===== src/rtl/serial_seq_tx.sv =====
// Serial pattern transmitter: sends a captured WIDTH-bit pattern MSB first,
// repeated repeat_cnt+1 times with GAP idle cycles between passes, then pulses done.
module serial_seq_tx #(
  parameter int WIDTH = 8,
  parameter int GAP   = 2
) (
  input  logic             clk,
  input  logic             reset,
  input  logic             start,
  input  logic [WIDTH-1:0] pattern,
  input  logic [3:0]       repeat_cnt,
  input  logic             abort,
  output logic             out,
  output logic             out_valid,
  output logic             busy,
  output logic             done
);

  localparam int CW = (WIDTH > 1) ? $clog2(WIDTH) : 1;
  localparam logic [CW-1:0] BIT_LAST = CW'(WIDTH - 1);
  localparam logic [CW-1:0] BIT_ONE  = CW'(1);
  localparam logic [3:0]    GAP_LAST = (GAP > 0) ? 4'(GAP - 1) : 4'd0;
  localparam bit            HAS_GAP  = (GAP > 0);

  localparam logic [1:0] S_IDLE  = 2'd0;
  localparam logic [1:0] S_SHIFT = 2'd1;
  localparam logic [1:0] S_GAP   = 2'd2;
  localparam logic [1:0] S_DONE  = 2'd3;

  logic [1:0]       state_r,     state_s;
  logic [WIDTH-1:0] shift_r,     shift_s;
  logic [WIDTH-1:0] copy_r,      copy_s;
  logic [CW-1:0]    bit_cnt_r,   bit_cnt_s;
  logic [3:0]       rep_left_r,  rep_left_s;
  logic [3:0]       gap_cnt_r,   gap_cnt_s;
  logic             out_r,       out_s;
  logic             out_valid_r, out_valid_s;
  logic             busy_r,      busy_s;
  logic             done_r,      done_s;

  // Next-state and next-output decode; shift_r[WIDTH-1] is the bit on out this cycle.
  always_comb begin
    state_s     = state_r;
    shift_s     = shift_r;
    copy_s      = copy_r;
    bit_cnt_s   = bit_cnt_r;
    rep_left_s  = rep_left_r;
    gap_cnt_s   = gap_cnt_r;
    out_s       = 1'b0;
    out_valid_s = 1'b0;
    busy_s      = 1'b0;
    done_s      = 1'b0;
    case (state_r)
      S_IDLE: begin
        if (start && !abort) begin
          shift_s     = pattern;
          copy_s      = pattern;
          rep_left_s  = repeat_cnt;
          bit_cnt_s   = '0;
          gap_cnt_s   = 4'd0;
          state_s     = S_SHIFT;
          out_s       = pattern[WIDTH-1];
          out_valid_s = 1'b1;
          busy_s      = 1'b1;
        end else begin
          state_s = S_IDLE;
        end
      end
      S_SHIFT: begin
        if (abort) begin
          state_s   = S_IDLE;
          bit_cnt_s = '0;
        end else if (bit_cnt_r != BIT_LAST) begin
          shift_s     = {shift_r[WIDTH-2:0], 1'b0};
          bit_cnt_s   = bit_cnt_r + BIT_ONE;
          out_s       = shift_r[WIDTH-2];
          out_valid_s = 1'b1;
          busy_s      = 1'b1;
        end else if (rep_left_r == 4'd0) begin
          state_s   = S_DONE;
          bit_cnt_s = '0;
          done_s    = 1'b1;
        end else begin
          rep_left_s = rep_left_r - 4'd1;
          bit_cnt_s  = '0;
          busy_s     = 1'b1;
          if (HAS_GAP) begin
            state_s   = S_GAP;
            gap_cnt_s = 4'd0;
          end else begin
            // Zero gap: next pass starts straight from the captured copy.
            state_s     = S_SHIFT;
            shift_s     = copy_r;
            out_s       = copy_r[WIDTH-1];
            out_valid_s = 1'b1;
          end
        end
      end
      S_GAP: begin
        if (abort) begin
          state_s   = S_IDLE;
          gap_cnt_s = 4'd0;
        end else if (gap_cnt_r == GAP_LAST) begin
          state_s     = S_SHIFT;
          gap_cnt_s   = 4'd0;
          shift_s     = copy_r;
          out_s       = copy_r[WIDTH-1];
          out_valid_s = 1'b1;
          busy_s      = 1'b1;
        end else begin
          gap_cnt_s = gap_cnt_r + 4'd1;
          busy_s    = 1'b1;
        end
      end
      S_DONE: begin
        state_s = S_IDLE;
      end
      default: begin
        state_s = S_IDLE;
      end
    endcase
  end

  // State and output registers, cleared asynchronously by reset.
  always_ff @(posedge clk or negedge reset) begin
    if (!reset) begin
      state_r     <= S_IDLE;
      shift_r     <= '0;
      copy_r      <= '0;
      bit_cnt_r   <= '0;
      rep_left_r  <= 4'd0;
      gap_cnt_r   <= 4'd0;
      out_r       <= 1'b0;
      out_valid_r <= 1'b0;
      busy_r      <= 1'b0;
      done_r      <= 1'b0;
    end else begin
      state_r     <= state_s;
      shift_r     <= shift_s;
      copy_r      <= copy_s;
      bit_cnt_r   <= bit_cnt_s;
      rep_left_r  <= rep_left_s;
      gap_cnt_r   <= gap_cnt_s;
      out_r       <= out_s;
      out_valid_r <= out_valid_s;
      busy_r      <= busy_s;
      done_r      <= done_s;
    end
  end

  assign out       = out_r;
  assign out_valid = out_valid_r;
  assign busy      = busy_r;
  assign done      = done_r;

endmodule


===== config.mk =====
export PLATFORM = sky130hd
export DESIGN_NAME = serial_seq_tx
export DESIGN_NICKNAME = d
export VERILOG_FILES = /design/src/rtl/serial_seq_tx.sv
export SDC_FILE = /design/constraint.sdc
export NUM_CORES = 1
export LEC_CHECK = 0
export BUFFER_PORTS_ARGS = -buffer_cell sky130_fd_sc_hd__buf_2
export CAP_MARGIN = 10
export CORE_ASPECT_RATIO = 0.8
export CORE_MARGIN = 4
export CORE_UTILIZATION = 24
export CTS_CLUSTER_SIZE = 30
export DETAILED_ROUTE_END_ITERATION = 8
export PLACE_DENSITY = 0.45
export SETUP_SLACK_MARGIN = 0.05
export SLEW_MARGIN = 0
export SYNTH_ARGS = -nofsm -noshare
export SYNTH_HDL_FRONTEND = slang
export SYNTH_SLANG_ARGS = --single-unit

===== constraint.sdc =====
create_clock -name clk -period 3.2 [get_ports clk]
set_input_delay 0.48 -clock clk [delete_from_list [all_inputs] [get_ports clk]]
set_output_delay 0.48 -clock clk [all_outputs]
set_load 0.02 [all_outputs]

==> impl_results.md <==
* Cts bufs inserted at 5
* Multi-input logic area at 940 sq um
* Worst setup SP type: flop
* Fmax at about 430 MHz
* Max Cap Viol at 0
* Overflow after GRT at 0
* Number of I/O port buffers at 19
* Post-synthesis cell area at about 1800 sq um
* Die width at about 110 um
* Diodes inserted at 0
* DRT iter0 DRCs at 41
* Resized cells post-CTS at 0
* Die area at about 9000 sq um
* Starting Density at 0.246
* Bufs on Longest Clock Path at 2
* Fin Clk Skew at 0.00449 ns
* Critical-path cell list: inv_1, ha_1, clkinv_1, o21ai_2, mux2_2
* Max-slew headroom at 0.511
* Worst-Skew Late Latency at between 0.2 and 0.3 ns
* Synth unique cells at 41
* Initial antenna violation count at 0
* I/O Pins at 20
* Largest family of logic cells by synthesized area: simple AND/OR/NAND/NOR gates
* CP required at 3.37 ns
* Mux cell area share after synthesis at 0.0752
* Area contributors post-synth: dfrtp_1 (44%), ha_1 (8.3%), mux2_4 (5.8%)
* Area fraction of the dominant cell type after synthesis at 0.442
* Critical path's slowest cell: ha_1
* Filler cells at roughly 780
* Area Overhead vs Synth at 16.3%
* Number of synthesized register bits at 32
* Final GP Congestion at about 0.74
* Asr flop ratio synth at 1.00
* Drt wl/cell at roughly 13 um
* Post-synthesis area per instance at 9.85 sq um
* Seq/Total Area, Yosys at 0.442
* Global-route usage over all layers at 0.0958
* Most frequent cell after synthesis: dfrtp_1
* Prevailing post-synth register cell: dfrtp_1
* Worst-path clk slew at ~0.07 ns
* Met1 Wirelength at approximately 2100 um
* Htree depth at 2
* EDFF count, synth at 0
* Pins over their slew limit at 0
* Metal3 WL at ~140 um
* Postcts setup bufs at 0
* Post-DR vias/cell at around 4.5
* Global-route wire length before repair at around 6900 um
* Storage cell area at between 800 and 900 sq um
* Largest net degree at the start of global routing at 33
* Final Routed Wirelength at approximately 3900 um
* Commonest cells in the netlist: dfrtp_1 (32), nand2_1 (27), nor2_1 (16)
* Final Hold Vio Count at 0
* Setup TNS at 0 ns
* Kind of critical path: reg -> reg
* Syn Nets at between 200 and 250
* Crit path DAT at 2.47 ns
* Post-Synth Simple-Gate Area at 0.182
* CTS Sinks at 32
* Synth Area in Adders at 0.0828
* Compound-Gate Fraction of Synth Area at 0.178
* Synth area leader: dfrtp_1
* DR pass1 iterations at 4
* Placed wire-length estimate at roughly 2800 um
* Run status: complete, no violations
* Final min period at about 2.3 ns
* # rows at 28
* Core outline area at between 7000 and 8000 sq um
* RSZ-0062 raised after global routing: no
* Syn Inst Count at roughly 180
* Top Metal Used: met4
* Vias in the first global route at 1348
* Remaining DRCs at 0
* Hold Crit Class: in -> async
* DR WL met2 at 1630 um
* Clock Tree Root: clkbuf_8
* Leakage at a little under 1 nW
* Peak supply drop at 0.200 mV
* Critical Path End Type: flop
* Layout cells sized above 1 at 0.209
* Cts hold-fix bufs at 0
* Via count at between 1000 and 1500
* Hold WS at between 0.2 and 0.25 ns
* Nets at 233
* Part of the cycle the worst path needs at 0.719
* DRT antenna net count at 0
* Crit path max fanout at 16
* Synthesis Warnings at 0
* Pwr per Cell Area at approximately 610 nW/um^2
* Final setup viols at 0
* CP peak stage delay at about 0.54 ns
* Slew @ Worst Pin at 0.734 ns
* Die Height at roughly 86 um
* Synth Area in XOR/XNOR at 0
* CTS tree: done
==> placed cells by master (no fill, tap or decap), types with 2 or more instances in the layout <==
cell / netlist / routed
a21oi_1: 12 / 12
a22oi_1: 6 / 6
a31oi_1: 4 / 4
and3_1: 2 / 2
buf_2: 1 / 19
clkbuf_8: 0 / 5
dfrtp_1: 32 / 32
ha_1: 12 / 12
inv_1: 10 / 10
mux2_4: 7 / 7
mux2i_1: 2 / 2
nand2_1: 27 / 27
nand2b_1: 5 / 5
nand3_1: 4 / 4
nand3b_1: 2 / 2
nor2_1: 16 / 16
nor2b_1: 3 / 3
nor3_1: 2 / 2
o211ai_1: 2 / 2
o21ai_0: 9 / 9
o2bb2ai_1: 2 / 2
==> flip-flops by register name, summed over array words and instances, names as in the netlist, 2 cells and up <==
register,cells
bit_cnt_r,3
copy_r,8
gap_cnt_r,4
rep_left_r,4
shift_r,7
state_r,2
==> power by group <==
group	switching, mW	total (mW)	internal (mW)
logic	0.175	0.331	0.157
registers	0.0598	0.559	0.499
clock network	0.161	0.392	0.230
total	0.396	1.28	0.886
==> cell type report <==
| class | count | share of cell area |
|---|---|---|
| multi-input cells | 135 | 0.446 |
| well taps | 90 | 0.0534 |
| flip-flops and latches | 32 | 0.380 |
| clock buffers | 5 | 0.0326 |
| inverters | 11 | 0.0196 |
| repair buffers | 20 | 0.0487 |
| clock inverters | 3 | 0.0202 |
==> layer usage <==
metal	global-route usage	vias up
met2	0.138	24
li1	-	683
met4	0.0286	0
met5	0	-
met1	0.138	613
met3	0.0286	4
==> per-stage QoR <==
stage | cells | setup slack, ns | total power [mW] | instance area, sq um | util
global placement | 288 | 0.954 | 0.906 | 2000 | 0.271
floorplan | 184 | 1.51 | 0.814 | 1810 | -
finish | 296 | 0.899 | 1.28 | 2110 | 0.287
CTS | 296 | 0.877 | 1.30 | 2110 | 0.287
global route | 296 | 0.706 | 1.38 | 2110 | 0.287
detailed placement | 288 | 0.897 | 0.902 | 2000 | 0.271
==> critical path: cells and delay by family (launching register included) <==
kind	cells	cell delay [ns]
buffers and inverters	2	0.52
adder cells (fa/ha/maj)	1	0.54
flip-flops	1	0.41
AO/OA/AOI/OAI	1	0.34
multiplexers	1	0.37
==> cell families after synthesis <==
logic type      Yosys count
simple gates             67
compound gates           46
flops                    32
buf+inv                  17
fa+ha+maj                12
mux                      10
==> final timing paths <==
kind                                         from                       end  slack (ns)  depth (start not counted)
setup / recovery           state_r[1]$_DFFE_PN0P_  bit_cnt_r[0]$_DFFE_PN0N_        0.90                          5
hold / removal                              reset  gap_cnt_r[2]$_DFFE_PN0P_        0.25                          1
setup reg to reg           state_r[1]$_DFFE_PN0P_  bit_cnt_r[0]$_DFFE_PN0N_        0.90                          5
hold reg to reg             copy_r[1]$_DFFE_PN0P_     copy_r[1]$_DFFE_PN0P_        0.48                          2
max in group asynchronous                   reset  gap_cnt_r[1]$_DFFE_PN0P_        2.47                          1
min in group clk                       pattern[3]     copy_r[3]$_DFFE_PN0P_        0.40                          3
Note: power is estimated with default switching activity, not from simulation.
